### config.mk
export PLATFORM = sky130hd
export DESIGN_NAME = mul_sched_flat
export DESIGN_NICKNAME = d
export VERILOG_FILES = /design/src/rtl/mul_pkg.sv /design/src/rtl/mul_sched_if.sv /design/src/rtl/mul_seq_core.sv /design/src/rtl/mul_sched.sv /design/src/flat_wrapper.sv
export SDC_FILE = /design/constraint.sdc
export NUM_CORES = 1
export LEC_CHECK = 0
export ABC_AREA = 1
export BUFFER_PORTS_ARGS = -buffer_cell sky130_fd_sc_hd__buf_2
export CAP_MARGIN = 20
export CELL_PAD_IN_SITES_DETAIL_PLACEMENT = 0
export CELL_PAD_IN_SITES_GLOBAL_PLACEMENT = 1
export CORE_UTILIZATION = 34
export CTS_CLUSTER_DIAMETER = 150
export DETAILED_ROUTE_END_ITERATION = 8
export HOLD_SLACK_MARGIN = 0.03
export PLACE_DENSITY_LB_ADDON = 0.1
export RECOVER_POWER = 50
export SLEW_MARGIN = 0
export SYNTH_ARGS = -nofsm -noshare
export SYNTH_HDL_FRONTEND = slang
export SYNTH_HIERARCHICAL = 1
export SYNTH_SLANG_ARGS = --single-unit
### constraint.sdc
create_clock -name clk -period 1.6 [get_ports clk]
set_clock_uncertainty 0.05 [all_clocks]
set_input_delay 0.08 -clock clk [delete_from_list [all_inputs] [get_ports clk]]
set_output_delay 0.08 -clock clk [all_outputs]
set_load 0.03 [all_outputs]
### src/rtl/mul_pkg.sv
// rtl/mul_pkg.sv - shared types, requester count and arbitration helper for mul_sched
package mul_pkg;

    localparam int NREQ = 2;

    typedef enum logic [1:0] {
        IDLE = 2'd0,
        CALC = 2'd1,
        DONE = 2'd2
    } state_t;

    // One-hot pick among two requesters; ptr breaks the tie when both ask.
    function automatic logic [NREQ-1:0] rr_pick(input logic [NREQ-1:0] valid, input logic ptr);
        logic [NREQ-1:0] g;
        g = valid;
        if (&valid) begin
            g = ptr ? 2'b10 : 2'b01;
        end
        return g;
    endfunction

endpackage

### src/rtl/mul_sched_if.sv
// rtl/mul_sched_if.sv - request/response bundle between requesters, consumer and mul_sched
interface mul_sched_if import mul_pkg::*; #(parameter int W = 4);

    logic [NREQ-1:0]        req_valid;
    logic [NREQ-1:0][W-1:0] req_a;
    logic [NREQ-1:0][W-1:0] req_b;
    logic [NREQ-1:0]        req_ready;
    logic                   rsp_valid;
    logic                   rsp_id;
    logic [2*W-1:0]         rsp_p;
    logic                   rsp_ready;
    logic                   busy;

    modport master (
        output req_valid, req_a, req_b, rsp_ready,
        input  req_ready, rsp_valid, rsp_id, rsp_p, busy
    );

    modport slave (
        input  req_valid, req_a, req_b, rsp_ready,
        output req_ready, rsp_valid, rsp_id, rsp_p, busy
    );

endinterface

### src/rtl/mul_seq_core.sv
// rtl/mul_seq_core.sv - shift-add multiplier datapath, one iteration per step
module mul_seq_core #(
    parameter int W = 4
) (
    input  logic           clk,
    input  logic           rst,
    input  logic           load,
    input  logic           step,
    input  logic [W-1:0]   a,
    input  logic [W-1:0]   b,
    output logic [2*W-1:0] acc,
    output logic           done
);

    localparam int CW = $clog2(W) + 1;

    logic [2*W-1:0] mcand;
    logic [W-1:0]   mplier;
    logic [CW-1:0]  cnt;

    // Load operands on acceptance, then add-and-shift once per step; W steps always run.
    always_ff @(posedge clk) begin
        if (rst) begin
            acc    <= '0;
            mcand  <= '0;
            mplier <= '0;
            cnt    <= '0;
        end else if (load) begin
            acc    <= '0;
            mcand  <= {{W{1'b0}}, a};
            mplier <= b;
            cnt    <= '0;
        end else if (step) begin
            if (mplier[0]) begin
                acc <= acc + mcand;
            end
            mcand  <= mcand << 1;
            mplier <= mplier >> 1;
            cnt    <= cnt + 1'b1;
        end
    end

    // High while the step in progress is the last of the W iterations.
    assign done = (cnt == CW'(W - 1));

endmodule

### src/rtl/mul_sched.sv
// rtl/mul_sched.sv - round-robin scheduler sharing one shift-add multiplier between two requesters
module mul_sched import mul_pkg::*; #(
    parameter int W = 4
) (
    input  logic       clk,
    input  logic       rst,
    mul_sched_if.slave bus
);

    state_t          state;
    logic            rr_ptr;
    logic            rsp_valid_r;
    logic            rsp_id_r;
    logic            busy_r;
    logic [NREQ-1:0] grant;
    logic            load;
    logic            step;
    logic            core_done;
    logic [W-1:0]    sel_a;
    logic [W-1:0]    sel_b;
    logic [2*W-1:0]  acc;

    // Grant only in IDLE and never while reset is asserted; operands follow the grant.
    always_comb begin
        grant = '0;
        if (!rst && state == IDLE) begin
            grant = rr_pick(bus.req_valid, rr_ptr);
        end
        sel_a = grant[1] ? bus.req_a[1] : bus.req_a[0];
        sel_b = grant[1] ? bus.req_b[1] : bus.req_b[0];
    end

    assign load = |grant;
    assign step = (state == CALC);

    mul_seq_core #(.W(W)) u_core (
        .clk  (clk),
        .rst  (rst),
        .load (load),
        .step (step),
        .a    (sel_a),
        .b    (sel_b),
        .acc  (acc),
        .done (core_done)
    );

    // Control FSM: accept, iterate W cycles, hold the product until the consumer takes it.
    always_ff @(posedge clk) begin
        if (rst) begin
            state       <= IDLE;
            rr_ptr      <= 1'b0;
            rsp_id_r    <= 1'b0;
            rsp_valid_r <= 1'b0;
            busy_r      <= 1'b0;
        end else begin
            case (state)
                IDLE: begin
                    if (|grant) begin
                        state    <= CALC;
                        busy_r   <= 1'b1;
                        rsp_id_r <= grant[1];
                        rr_ptr   <= ~grant[1];
                    end
                end
                CALC: begin
                    if (core_done) begin
                        state       <= DONE;
                        rsp_valid_r <= 1'b1;
                    end
                end
                DONE: begin
                    if (bus.rsp_ready) begin
                        state       <= IDLE;
                        rsp_valid_r <= 1'b0;
                        busy_r      <= 1'b0;
                    end
                end
                default: begin
                    state <= IDLE;
                end
            endcase
        end
    end

    assign bus.req_ready = grant;
    assign bus.rsp_valid = rsp_valid_r;
    assign bus.rsp_id    = rsp_id_r;
    assign bus.rsp_p     = acc;
    assign bus.busy      = busy_r;

endmodule

### src/flat_wrapper.sv
// flat-port wrapper written by rule: the top's interface ports become plain ports
module mul_sched_flat import mul_pkg::*;
#(
    parameter int W = 4
)
  (clk, rst, bus_req_valid, bus_req_a, bus_req_b, bus_rsp_ready, bus_req_ready, bus_rsp_valid, bus_rsp_id, bus_rsp_p, bus_busy);
  mul_sched_if #(.W(W)) bus_i ();
  input  logic clk;
  input  logic rst;
  input wire logic [$bits(bus_i.req_valid)-1:0] bus_req_valid;
  input wire logic [$bits(bus_i.req_a)-1:0] bus_req_a;
  input wire logic [$bits(bus_i.req_b)-1:0] bus_req_b;
  input wire logic [$bits(bus_i.rsp_ready)-1:0] bus_rsp_ready;
  output wire logic [$bits(bus_i.req_ready)-1:0] bus_req_ready;
  output wire logic [$bits(bus_i.rsp_valid)-1:0] bus_rsp_valid;
  output wire logic [$bits(bus_i.rsp_id)-1:0] bus_rsp_id;
  output wire logic [$bits(bus_i.rsp_p)-1:0] bus_rsp_p;
  output wire logic [$bits(bus_i.busy)-1:0] bus_busy;
  assign bus_i.req_valid = bus_req_valid;
  assign bus_i.req_a = bus_req_a;
  assign bus_i.req_b = bus_req_b;
  assign bus_i.rsp_ready = bus_rsp_ready;
  assign bus_req_ready = bus_i.req_ready;
  assign bus_rsp_valid = bus_i.rsp_valid;
  assign bus_rsp_id = bus_i.rsp_id;
  assign bus_rsp_p = bus_i.rsp_p;
  assign bus_busy = bus_i.busy;
  mul_sched #(.W(W)) u_core (.clk(clk), .rst(rst), .bus(bus_i));
endmodule
==> results.txt <==
The flow ran to the end, and the final reports show no timing, DRC or antenna violations. The sequential cell area fraction in the yosys report came out at 0.359. In this run the cell area of the synthesized design comes to 1620 sq um. The worst path required time came out at 1730 ps. The ratio of total power to cell area is 879 nW/um^2.

The clock latency on the worst-skew pair is 280 ps. For this run, the post-layout net count is 302. The number of sinks handled by clock tree synthesis is 29. The total overflow left after global routing is 0. The final HPWL from detailed placement came out at 2.66 mm. The floorplan has 24 rows.

The critical path class is flop to flop. For the worst setup path, the data arrival time is 1690 ps. The CTS tree is yes. In this run the tightest slew margin relative to its limit is 0.760.

The via count of the first global-routing pass is 1493. The tree is rooted in a sky130_fd_sc_hd__clkbuf_8. Derived from the worst setup path, the maximum achievable clock frequency is 640 MHz.

In the layout the commonest cells are 61 x sky130_fd_sc_hd__nand2_1, 26 x sky130_fd_sc_hd__inv_1, 26 x sky130_fd_sc_hd__dfxtp_1. The area of the core came out at 4470 sq um. TritonCTS created 5 clock buffers. The via count came out at 1535.

The area of the die came out at 5040 sq um. The max capacitance violation total is 0. The overall track demand over capacity in global routing is 0.163.

The capturing element type of the critical path is a flop. Yosys mapped the design onto 31 distinct sky130hd cell types. The iteration count of the initial detailed-routing pass came out at 4. The shortest period the worst path allows came out at 1560 ps. The static leakage is 0.964 nW.

The ratio of final minimum period to clock period is 0.976. The average size of a mapped cell came out at 7.13 sq um. The number of antenna repair diodes came out at 0. The relative area change from synthesis to final layout is 22.9%. The total power after layout is 1.75 mW.

For the pin with the worst max-slew slack, the measured transition is 362 ps. The total of warnings raised by yosys came out at 6. The number of design-rule violations left by the first detailed-router iteration is 36. Leaving out fill and tap cells, the most frequent cell in the layout is sky130_fd_sc_hd__nand2_1. The first-pass GRT wire length came out at 6.50 mm.

The post-CTS clock slew at the launch and capture registers of the worst setup and hold paths came out at 70 ps. The mean routed wirelength per cell is 11.0 um. The max-slew violation count came out at 0. The area of combinational cells with multiple inputs is 896 sq um. The chip width is 71.0 um. The wire length after detailed routing is 3.56 mm. From bottom edge to top edge, the die measures 71.0 um. After clock tree synthesis, the setup repair step added 0 buffers. The post-synthesis sequential element count is 29.

The number of input and output port buffers inserted is 33. For this configuration, the core starts out at a cell density of 0.362. The longest clock path from root to sink contains 2 buffers. The detailed-route vias per instance is 4.74. The deepest level of the CTS H-tree came out at 2. The worst hold slack is 42.6 ps. The number of endpoints failing setup at the final stage came out at 0. The final number of hold-violating endpoints is 0. 34 I/O pins were placed. In the final layout, the share of cells above drive strength 1 is 0.235. The highest net fanout along the worst path came out at 3. The class of the worst hold path is input pin to flop.

The sequential cells in the finished layout cover a total of 589 sq um. The number of nets in the synthesized netlist is 258. The maximum resistive drop on vdd came out at 475 uV. The pin count of the biggest net entering global routing came out at 16.

Counting the fill cells in the layout gives 491. The remaining number of nets flagged by the antenna check after routing came out at 0. The number of instances in the synthesized netlist is 227. The worst setup path is launched from a flop. The initial antenna violation count was 0.

Setup repair after global routing could not meet its margin everywhere. The count of unresolved DRC violations after routing is 0. The routability-driven placement congestion ratio is 0.715.
## registers in the layout, indices dropped and copies added (netlist names)
register / cells
u_core/u_core/cnt: 3
u_core/u_core/mplier: 4
u_core/state: 2
u_core/bus.rsp_valid: 1
u_core/bus.busy: 1
u_core/rr_ptr: 1
u_core/u_core/acc: 8
u_core/bus.rsp_id: 1
u_core/u_core/mcand: 8
## metal layers
layer,global-route usage,part of all wire
met4,0.0667,0.017
met1,0.205,0.51
met2,0.269,0.44
met5,0,0
met3,0.0385,0.032
## layout make-up
type,count,area share
clock buffer,5,0.0346
clock inverter,3,0.00881
inverter,33,0.0648
multi-input combinational,160,0.450
sequential,29,0.296
tap,52,0.0327
timing repair buffer,42,0.113
## final timing paths
| check | endpoint | cells past startpoint | from | slack (ps) |
|---|---|---|---|---|
| worst max-delay path | u_core/u_core/acc[6]$_SDFFE_PP0P_ | 11 | u_core/u_core/mcand[0]$_SDFFE_PP0P_ | 40 |
| worst min-delay path | u_core/state[1]$_SDFFE_PP0P_ | 4 | bus_rsp_ready | 40 |
| worst max register to register | u_core/u_core/acc[6]$_SDFFE_PP0P_ | 11 | u_core/u_core/mcand[0]$_SDFFE_PP0P_ | 40 |
| worst min register to register | u_core/u_core/cnt[1]$_SDFFE_PP0P_ | 2 | u_core/u_core/cnt[1]$_SDFFE_PP0P_ | 420 |
## repair_timing
item	CTS	global route
pin swaps	1	1
resized for setup	2	10
gates cloned	0	0
hold endpoints to repair	0	0
hold buffers	0	0
setup endpoints to repair	1	12
## cells in the mapped netlist
cell type	count	area (sq um)
sky130_fd_sc_hd__o21ai_1	9	45.0
sky130_fd_sc_hd__o221ai_1	4	35.0
sky130_fd_sc_hd__xnor2_1	2	17.5
sky130_fd_sc_hd__inv_4	1	6.26
sky130_fd_sc_hd__a21oi_2	1	8.76
sky130_fd_sc_hd__nand3_1	12	60.1
sky130_fd_sc_hd__a21boi_1	1	7.51
sky130_fd_sc_hd__buf_2	1	5.00
sky130_fd_sc_hd__nand2_1	61	229
sky130_fd_sc_hd__nand2_4	1	11.3
sky130_fd_sc_hd__inv_1	27	101
sky130_fd_sc_hd__ha_1	9	113
sky130_fd_sc_hd__buf_4	2	15.0
sky130_fd_sc_hd__nand3b_1	5	37.5
sky130_fd_sc_hd__fa_1	1	20.0
sky130_fd_sc_hd__nor3_1	2	10.0
sky130_fd_sc_hd__or2_1	1	6.26
sky130_fd_sc_hd__nor3_2	1	10.0
sky130_fd_sc_hd__nor2_1	13	48.8
sky130_fd_sc_hd__inv_2	5	18.8
sky130_fd_sc_hd__nor2_4	1	11.3
sky130_fd_sc_hd__o211ai_1	2	15.0
sky130_fd_sc_hd__dfxtp_1	29	581
sky130_fd_sc_hd__nand2_2	2	12.5
sky130_fd_sc_hd__a21oi_1	19	95.1
sky130_fd_sc_hd__nor2_2	1	6.26
sky130_fd_sc_hd__a31oi_1	2	12.5
sky130_fd_sc_hd__xor2_1	1	8.76
sky130_fd_sc_hd__buf_6	2	22.5
sky130_fd_sc_hd__o21ai_0	8	40.0
sky130_fd_sc_hd__or2_4	1	8.76
## critical path, stage by stage (launching register included)
cell and delay [ps]:
sky130_fd_sc_hd__dfxtp_4 360, sky130_fd_sc_hd__ha_4 130, sky130_fd_sc_hd__inv_2 30, sky130_fd_sc_hd__fa_2 320
sky130_fd_sc_hd__inv_1 60, sky130_fd_sc_hd__nand2_1 50, sky130_fd_sc_hd__nand2_2 70, sky130_fd_sc_hd__nand3b_1 100
sky130_fd_sc_hd__nand3_1 80, sky130_fd_sc_hd__nand2_1 60, sky130_fd_sc_hd__nor2_2 110, sky130_fd_sc_hd__nor2_2 40
## per-stage QoR
stage                     setup TNS (ps)  area [sq um]  setup WS (ps)  instances   util
after floorplan                        0          1640          0.655        227      -
after global placement             -5.55          1890          -5.55        316  0.423
after detailed placement           -64.4          1890          -64.4        316  0.423
after CTS                              0          1980           9.65        324  0.444
after global routing               -73.0          1990          -59.8        324  0.445
final                                  0          1990           38.3        324  0.445
## power breakdown
group / leakage, nW / internal (mW) / switching (mW)
sequential: 0.239 / 0.769 / 0.0316
clock: 0.0439 / 0.300 / 0.309
combinational: 0.681 / 0.133 / 0.206
## cells by family (layout without fill, tap and decap cells)
logic type / Yosys count / in the layout / share of synthesized area
AOI/OAI and AO/OA: 46 / 46 / 0.160
xor gates and xnor gates: 3 / 3 / 0.0162
adders and majority gates: 10 / 10 / 0.0819
buffers and inverters: 38 / 83 / 0.104
DFF: 29 / 29 / 0.359
and+or+nand+nor: 101 / 101 / 0.279
Power figures use the tool's default switching activity.
